===== src/rtl/multi_digit_lock.sv =====
// multi_digit_lock: programmable multi-digit code lock with retry counting,
// timed lockout and in-field re-programming of the stored code.
//
// Ports:
//   clk        - rising-edge clock
//   reset_n    - asynchronous active-low reset
//   digit_in   - digit value, sampled on cycles with enter=1
//   enter      - consume one digit per high cycle
//   clear      - abort partial entry / programming (beats enter)
//   relock     - leave UNLOCKED (beats prog_en)
//   prog_en    - with enter while UNLOCKED, start programming a new code
//   locked     - high unless UNLOCKED or PROGRAM
//   unlocked   - high in UNLOCKED or PROGRAM
//   lockout    - high while locked out after too many failures
//   error      - one-cycle pulse on a failed attempt
//   digit_idx  - digits captured in the current sequence
//   fail_count - consecutive failed attempts
module multi_digit_lock #(
  parameter int unsigned DIGIT_W        = 4,
  parameter int unsigned CODE_LEN       = 4,
  parameter int unsigned MAX_TRIES      = 3,
  parameter int unsigned LOCKOUT_CYCLES = 16,
  parameter logic [CODE_LEN*DIGIT_W-1:0] DEFAULT_CODE = {4'h1, 4'h0, 4'h1, 4'h1}
) (
  input  logic                              clk,
  input  logic                              reset_n,
  input  logic [DIGIT_W-1:0]                digit_in,
  input  logic                              enter,
  input  logic                              clear,
  input  logic                              relock,
  input  logic                              prog_en,
  output logic                              locked,
  output logic                              unlocked,
  output logic                              lockout,
  output logic                              error,
  output logic [$clog2(CODE_LEN+1)-1:0]     digit_idx,
  output logic [$clog2(MAX_TRIES+1)-1:0]    fail_count
);

  localparam int unsigned CODE_W = CODE_LEN * DIGIT_W;
  localparam int unsigned IDX_W  = $clog2(CODE_LEN + 1);
  localparam int unsigned FC_W   = $clog2(MAX_TRIES + 1);
  localparam int unsigned TMR_W  = $clog2(LOCKOUT_CYCLES + 1);

  typedef enum logic [1:0] {StEntry, StUnlocked, StProgram, StLockout} state_e;

  state_e             state_q, state_d;
  logic [CODE_W-1:0]  code_q, code_d;
  logic [CODE_W-1:0]  shadow_q, shadow_d;
  logic               mismatch_q, mismatch_d;
  logic [TMR_W-1:0]   timer_q, timer_d;
  logic [IDX_W-1:0]   idx_q, idx_d;
  logic [FC_W-1:0]    fail_q, fail_d;
  logic               error_q, error_d;

  logic [DIGIT_W-1:0] cur_digit;
  logic [CODE_W-1:0]  shadow_wr;
  logic               last_digit;
  logic               mism_all;

  // State register
  always_ff @(posedge clk or negedge reset_n) begin
    if (!reset_n) begin
      state_q    <= StEntry;
      code_q     <= DEFAULT_CODE;
      shadow_q   <= '0;
      mismatch_q <= 1'b0;
      timer_q    <= '0;
      idx_q      <= '0;
      fail_q     <= '0;
      error_q    <= 1'b0;
    end else begin
      state_q    <= state_d;
      code_q     <= code_d;
      shadow_q   <= shadow_d;
      mismatch_q <= mismatch_d;
      timer_q    <= timer_d;
      idx_q      <= idx_d;
      fail_q     <= fail_d;
      error_q    <= error_d;
    end
  end

  // Next state and datapath
  always_comb begin
    // Digit 0 lives in the MSBs of both code_q and shadow_q.
    cur_digit = '0;
    shadow_wr = shadow_q;
    for (int unsigned i = 0; i < CODE_LEN; i++) begin
      if (idx_q == IDX_W'(i)) begin
        cur_digit = code_q[(CODE_LEN-1-i)*DIGIT_W +: DIGIT_W];
        shadow_wr[(CODE_LEN-1-i)*DIGIT_W +: DIGIT_W] = digit_in;
      end
    end
    last_digit = (idx_q == IDX_W'(CODE_LEN - 1));
    mism_all   = mismatch_q | (digit_in != cur_digit);

    state_d    = state_q;
    code_d     = code_q;
    shadow_d   = shadow_q;
    mismatch_d = mismatch_q;
    timer_d    = timer_q;
    idx_d      = idx_q;
    fail_d     = fail_q;
    error_d    = 1'b0;

    unique case (state_q)
      StEntry: begin
        if (clear) begin
          idx_d      = '0;
          mismatch_d = 1'b0;
        end else if (enter) begin
          if (last_digit) begin
            idx_d      = '0;
            mismatch_d = 1'b0;
            if (!mism_all) begin
              state_d = StUnlocked;
              fail_d  = '0;
            end else begin
              error_d = 1'b1;
              if (fail_q < FC_W'(MAX_TRIES)) fail_d = fail_q + 1'b1;
              if (fail_d == FC_W'(MAX_TRIES)) begin
                state_d = StLockout;
                timer_d = TMR_W'(LOCKOUT_CYCLES);
              end
            end
          end else begin
            idx_d      = idx_q + 1'b1;
            mismatch_d = mism_all;
          end
        end
      end
      StUnlocked: begin
        if (relock) begin
          state_d = StEntry;
          idx_d   = '0;
        end else if (prog_en && enter) begin
          state_d = StProgram;
          idx_d   = '0;
        end
      end
      StProgram: begin
        if (clear) begin
          state_d = StUnlocked;
          idx_d   = '0;
        end else if (enter) begin
          shadow_d = shadow_wr;
          if (last_digit) begin
            code_d  = shadow_wr;
            idx_d   = '0;
            state_d = StUnlocked;
          end else begin
            idx_d = idx_q + 1'b1;
          end
        end
      end
      StLockout: begin
        // timer==1 is the last lockout cycle; all user inputs ignored here.
        if (timer_q <= TMR_W'(1)) begin
          timer_d = '0;
          state_d = StEntry;
          fail_d  = '0;
          idx_d   = '0;
        end else begin
          timer_d = timer_q - 1'b1;
        end
      end
      default: state_d = StEntry;
    endcase
  end

  // Outputs, decoded from registered state
  always_comb begin
    unlocked   = (state_q == StUnlocked) || (state_q == StProgram);
    locked     = !unlocked;
    lockout    = (state_q == StLockout);
    error      = error_q;
    digit_idx  = idx_q;
    fail_count = fail_q;
  end

endmodule


===== config.mk =====
export PLATFORM = sky130hd
export DESIGN_NAME = multi_digit_lock
export DESIGN_NICKNAME = d
export VERILOG_FILES = /design/src/rtl/multi_digit_lock.sv
export SDC_FILE = /design/constraint.sdc
export NUM_CORES = 1
export LEC_CHECK = 0
export BUFFER_PORTS_ARGS = -buffer_cell sky130_fd_sc_hd__buf_4
export CELL_PAD_IN_SITES_DETAIL_PLACEMENT = 1
export CELL_PAD_IN_SITES_GLOBAL_PLACEMENT = 1
export CORE_ASPECT_RATIO = 0.8
export CORE_MARGIN = 1.5
export CORE_UTILIZATION = 35
export CTS_CLUSTER_SIZE = 14
export DETAILED_ROUTE_END_ITERATION = 10
export PLACE_DENSITY_LB_ADDON = 0.08
export SLEW_MARGIN = 20
export SYNTH_ARGS = -nofsm -noshare
export SYNTH_HDL_FRONTEND = slang
export SYNTH_SLANG_ARGS = --single-unit

===== constraint.sdc =====
create_clock -name clk -period 2.4 [get_ports clk]
set_input_delay 0.12 -clock clk [delete_from_list [all_inputs] [get_ports clk]]
set_output_delay 0.12 -clock clk [all_outputs]
set_load 0.005 [all_outputs]

==> impl_metrics.ini, run 1 <==
[global_route]
grt_pass1_wl_um = 10560
grt_max_degree = 43
grt-ovfl-total = 0
antenna_found_initial = 0
grt_pass1_vias = 1971
grt_usage = 0.1881

[sta]
final_hold_viol_count = 0
finalSetupViolCount = 0
slew_headroom = 0.6317
min_period_ps = 2395
fmax_mhz = 417.5
fin_crit_sh = 0.9981
whs_ps = 111.6
finClkSkew_ps = 10.47
worst_slack_ps = 4.617
drv_slew = 0
rsz0062_at_grt = yes
worst_slew_pin_slew_ps = 552.5

[route]
first_pass_iters = 4
wl_um = 6380
drtAntennaViolNets = 0
wl_per_cell_um = 17.01
drc_errors = 0
drt_iter0_drc = 94
vias = 1935
via_per_inst = 5.160

[critical_path]
cp.depth = 9
crit_required_ps = 2580
timing.critical_path.buf_inv = 1
worstRegToRegCells = 9
path_cells = ha_4, or2b_4, buf_6, nand2_2, mux2i_2, a2111oi_4, nand2_2, and3b_4, a2111o_1
worstPathArrival_ps = 2570
end_kind = register
crit_family = compound AO/OA/AOI/OAI gates
cp_max_fo = 7
crit_top_cell = nand2_2
worstSetupPathType = register to register
worstSetupStartpointType = register
cpMaxStageDelayCell = dfrtp_2
slowest_delay_ps = 460

[clock_network]
root_buffer = clkbuf_8
clk_pin_slew_ps = 90
cts_buffers = 5
htree_levels = 2
clock_path_buffers = 2
clkSinkCount = 42
cts_tree = built
insertion_delay_ps = 300

[final_layout]
fillCellCount = 724
layout_common_cells = 38 x nand2_1, 37 x dfrtp_1, 33 x buf_4
final_common_cell = nand2_1
layout.nets = 310
final_core_util = 0.4724
areaGrowthSynthToFinish_pct = 27.14
drive_gt1_frac = 0.3230
fin_area_mm2 = 0.003089
antenna_cells = 0

[yosys]
synthArstFlopShare = 1.000
post_synth.cell_area_avg_um2 = 9.382
yosysSeqAreaShare = 0.4341
yosys_warnings = 0
ys.flop_type = dfrtp_1
netlist_area_mm2 = 0.002430
synthDistinctLibCells = 48
synth_cells = 259
ys_ff_latch = 42
synth_nets = 279
synth_edf_count = 0

[die]
num_io_pins = 19
start_util = 0.3716
die-height_um = 77.53
core_area_mm2 = 0.006539
rows = 26
die_width_um = 96.16
die_area_mm2 = 0.007454

[placement]
place_ws_ps = -73.03
hpwl_um = 4702
gp_congestion = 0.7569
placed_area_mm2 = 0.002815
port_buffers = 18

[power_and_ir_drop]
p_per_area_mw_per_mm2 = 960.5
power.total_uw = 2967
peakVddDrop_mv = 0.6661
leakage_uw = 0.001400

[hold_path]
holdPathStages = 3
hold_path.class = primary input to register

[run_status]
outcome = finished clean

[run]
max_cap_violations = 0
## flip-flops by register name, indices dropped and copies added (netlist names)
| register | cells |
|---|---|
| digit_idx | 3 |
| fail_count | 2 |
| code_q | 16 |
| shadow_q | 12 |
| mismatch_q | 1 |
| error | 1 |
| state_q | 2 |
| timer_q | 5 |
## synth_stat cells, drive strengths merged (2+ instances only)
| library cell | n | area (µm²) |
|---|---|---|
| nand3 | 4 | 20.02 |
| a2111oi | 3 | 32.53 |
| mux2i | 14 | 140.1 |
| a21boi | 2 | 15.02 |
| mux2 | 12 | 135.1 |
| nor2 | 10 | 37.54 |
| nand2b | 11 | 68.82 |
| or2 | 4 | 25.03 |
| and2 | 2 | 12.51 |
| a31oi | 4 | 25.02 |
| nand3b | 2 | 15.01 |
| dfstp | 3 | 78.83 |
| o21ai | 23 | 115.1 |
| clkbuf | 14 | 52.55 |
| nand2 | 40 | 150.1 |
| xnor2 | 2 | 17.52 |
| a21oi | 13 | 65.06 |
| dfrtp | 39 | 975.9 |
| ha | 10 | 125.1 |
| inv | 11 | 41.29 |
| a41o | 2 | 20.02 |
| nor3 | 4 | 20.02 |
| nor3b | 3 | 22.52 |
| nor2b | 6 | 37.54 |
| a22o | 3 | 26.28 |
## worst reg2reg max path, delay by kind of cell, from the launching register on
kind / cells / cell delay [ps]
AO/OA/AOI/OAI: 2 / 750
AND/OR/NAND/NOR: 4 / 670
flip-flops: 1 / 460
adder cells (fa/ha/maj): 1 / 200
buffers and inverters: 1 / 130
multiplexers: 1 / 80
## metal layers
metal	wire length, µm	GRT usage	up-vias
met1	3527	0.3051	945
met3	169	0.03529	4
met4	49	0.04559	0
met5	0	0	-
li1	-	-	965
met2	2633	0.2493	21
## final cells by class
type                    instances  area [µm²]  share of cell area
flip-flops and latches         42        1057              0.3422
inverters                      11       46.29             0.01499
clock buffers                   6       82.58             0.02673
multi-input cells             192        1474              0.4771
repair buffers                 38       311.5              0.1009
well taps                      84       105.1             0.03402
clock inverters                 2       12.51            0.004050
## power by group
| group | switching (µW) | internal, µW |
|---|---|---|
| clock network | 263 | 232 |
| registers | 142 | 891 |
| logic | 726 | 714 |
| total | 1130 | 1840 |
## worst paths after layout
path	from	endpoint	slack (ps)
worst max-delay path	digit_idx[0]	timer_q[4]	5
worst min-delay path	digit_in[0]	code_q[0]	110
worst max register to register	digit_idx[0]	timer_q[4]	5
worst min register to register	code_q[0]	code_q[0]	470
max in group asynchronous	reset_n	digit_idx[1]	1630
min in group asynchronous	reset_n	state_q[0]	350
## cells by family (layout without fill, tap and decap cells)
group / after synthesis / after routing / share of synthesized area
and+or+nand+nor: 95 / 95 / 0.2003
AOI/OAI and AO/OA: 59 / 59 / 0.1550
DFF: 42 / 42 / 0.4341
muxes: 26 / 26 / 0.1133
buffers and inverters: 25 / 57 / 0.03862
adders and majority gates: 10 / 10 / 0.05149
xor gates and xnor gates: 2 / 2 / 0.007210
## through the flow
step,instances,TNS [ps]
after CTS,375,-14.74
after detailed placement,362,-143.5
final,375,0
after floorplan,259,-35.83
after global placement,362,0
after global routing,375,-364.5
## repair_timing
| action | CTS | global route |
|---|---|---|
| setup endpoints to repair | 5 | 9 |
| setup buffers | 4 | 0 |
| pin swaps | 3 | 5 |
| hold buffers | 1 | 0 |
| hold endpoints to repair | 39 | 0 |
| gates resized for setup | 11 | 18 |
(Power assumes the default switching activity.)
==> run 2, diff against run 1 <==
Settings changed: ABC_AREA set to 1.
==> impl_metrics.ini, run 2 <==
[sta]
min_period_ps = 2110
rsz0062_at_grt = no
fmax_mhz = 473.9
fin_crit_sh = 0.8793
fin_setup_tns_ps = 0
slew_headroom = 0.6173
final_hold_viol_count = 0
finClkSkew_ps = 5.860
drv_slew = 0
finalSetupViolCount = 0
worst_slew_pin_slew_ps = 574.1

[die]
rows = 27
die_area_mm2 = 0.007503
die_width_um = 96.47
core_area_mm2 = 0.006824
start_util = 0.3585
die-height_um = 77.78
num_io_pins = 19

[critical_path]
startpoint = digit_idx[0]
worstPathArrival_ps = 2300
worstReg2RegStart = digit_idx[0]
end_kind = register
cp_max_fo = 7
worstRegToRegCells = 10
crit_required_ps = 2590
worstSetupPathType = register to register
reg2reg_setup_slack_ps = 290
r2r_end = timer_q[1]
worstSetupStartpointType = register

[final_layout]
antenna_cells = 0
final_common_cell = nand2_1
reg_top3 = code_q (16), shadow_q (12), timer_q (5)
layout_common_cells = 99 x nand2_1, 45 x inv_1, 39 x dfrtp_1
fin_area_mm2 = 0.002783
fillCellCount = 875
final_core_util = 0.4078
final_cells = 440
areaGrowthSynthToFinish_pct = 13.76
largest_reg_flops = 16
layout.nets = 373
drive_gt1_frac = 0.1530
regMostFlops = code_q

[yosys]
ys_ff_latch = 42
synth_area_leaders = dfrtp_1 40%, nand2_1 15%, inv_1 6.9%
yosysMostFrequentCell = nand2_1
synth_common_cells = 99 x nand2_1, 45 x inv_1, 39 x dfrtp_1
synthDistinctLibCells = 30
yosysTopAreaCell = dfrtp_1
synth_edf_count = 0
netlist_area_mm2 = 0.002446
post_synth.cell_area_avg_um2 = 7.458
ys.flop_type = dfrtp_1
yosysSeqAreaShare = 0.4312
synth_nets = 348
yosys_warnings = 0
synthArstFlopShare = 1.000
synth.top_cell.area_share = 0.3990
synth_cells = 328

[global_route]
grt_pass1_wl_um = 10440
use_met1 = 0.2805
grt_use_met3 = 0.03824
grt-ovfl-total = 0
grt_pass1_vias = 2109
grt_max_degree = 43
grt_usage = 0.1832
use_met2 = 0.2587
top_usage_layer = met1
antenna_found_initial = 0

[route]
drtAntennaViolNets = 0
drc_errors = 0
wl_um = 6122
first_pass_iters = 4
via_per_inst = 4.750
drt_iter0_drc = 96
wl_per_cell_um = 13.91
vias = 2090

[hold_path]
holdPathStages = 3
hold_path.class = primary input to register
holdPathEnd = code_q[1]
hp-start = digit_in[1]

[clock_network]
root_buffer = clkbuf_8
insertion_delay_ps = 290
cts_buffers = 5
htree_levels = 2
cts_tree = built
clkSinkCount = 42
clk_pin_slew_ps = 80
clock_path_buffers = 2

[placement]
place_inst = 432
port_buffers = 18
placed_area_mm2 = 0.002689
hpwl_um = 4568
gp_congestion = 0.7661

[run]
max_cap_violations = 0

[power_and_ir_drop]
p_per_area_mw_per_mm2 = 1135
peakVddDrop_mv = 0.2952
leakage_uw = 0.001472

[run_status]
outcome = finished clean
==> run 2: changes by cell type after synthesis, sizes merged, moves of 8 or more <==
cell,previous run,this run
clkbuf,14,4
inv,11,48
o21ai,23,33
nand3,4,20
mux2,12,4
mux2i,14,0
nand2b,11,0
nand2,40,105
nor2,10,40
==> run 2: cell type report <==
class / count / area, µm² / share of cell area
Inverter: 49 / 186.4 / 0.06700
Tap cell: 87 / 108.9 / 0.03912
Multi-Input combinational cell: 230 / 1166 / 0.4191
Sequential cell: 42 / 1055 / 0.3790
Clock buffer: 7 / 76.32 / 0.02743
Timing Repair Buffer: 25 / 190.2 / 0.06835
==> run 2: how the worst max path moves through the flow <==
| stage | end | slack [ps] | cells after the start |
|---|---|---|---|
| 6_report | timer_q[1] | 290 | 10 |
| 5_1_grt | state_q[1] | 20 | 17 |
| 4_1_cts | state_q[1] | 170 | 15 |
| 3_5_place_dp | state_q[1] | 180 | 15 |
| 3_3_place_gp | timer_q[0] | 300 | 10 |
| 2_1_floorplan | state_q[1] | 530 | 15 |
==> run 2: metrics by stage <==
step	worst slack [ps]	power, µW	hold slack (ps)
2_1_floorplan	526.8	2259	-175.6
3_3_place_gp	295.5	2687	163.5
3_5_place_dp	175.2	2728	161.5
4_1_cts	165.9	3198	102.9
5_1_grt	18.22	3512	116.9
6_report	289.7	3160	111.3
==> run 2: where the power goes <==
| group | internal, µW | switching [µW] | leakage, µW | total [µW] |
|---|---|---|---|---|
| clock network | 201 | 245 | 0.0000383 | 446 |
| logic | 614 | 1030 | 0.000907 | 1650 |
| registers | 938 | 128 | 0.000526 | 1070 |
| total | 1750 | 1410 | 0.00147 | 3160 |
==> run 2: timing repair <==
| item | 4_1_cts | 5_1_grt |
|---|---|---|
| hold endpoints to repair | 39 | 0 |
| resized for setup | 0 | 2 |
| endpoints found under the setup margin | 0 | 9 |
| hold buffers | 1 | 0 |
| setup buffers | 0 | 0 |
==> run 2: metal layers <==
metal	vias to the layer above	routed length, µm
met2	27	2587
met4	0	49
li1	1070	-
met3	5	169
met1	988	3315
met5	-	0
==> run 2: cells by family (layout without fill, tap and decap cells) <==
logic type	count (synthesis)	count (layout)	share of synthesized area
xor+xnor	2	2	0.007162
flops	42	42	0.4312
buf+inv	56	81	0.09514
simple gates	172	172	0.3100
fa+ha+maj	10	10	0.05115
compound gates	42	42	0.08696
mux	4	4	0.01841
==> run 2: worst max-delay path: stages (launching register included) <==
cell and delay, ps:
dfrtp_1 420, ha_1 250, nand2_4 110, inv_1 240, a21oi_1 150, a21oi_1 220, inv_1 80, nor2_2 260
nand2_2 150, nand2_1 90, nand2_1 40
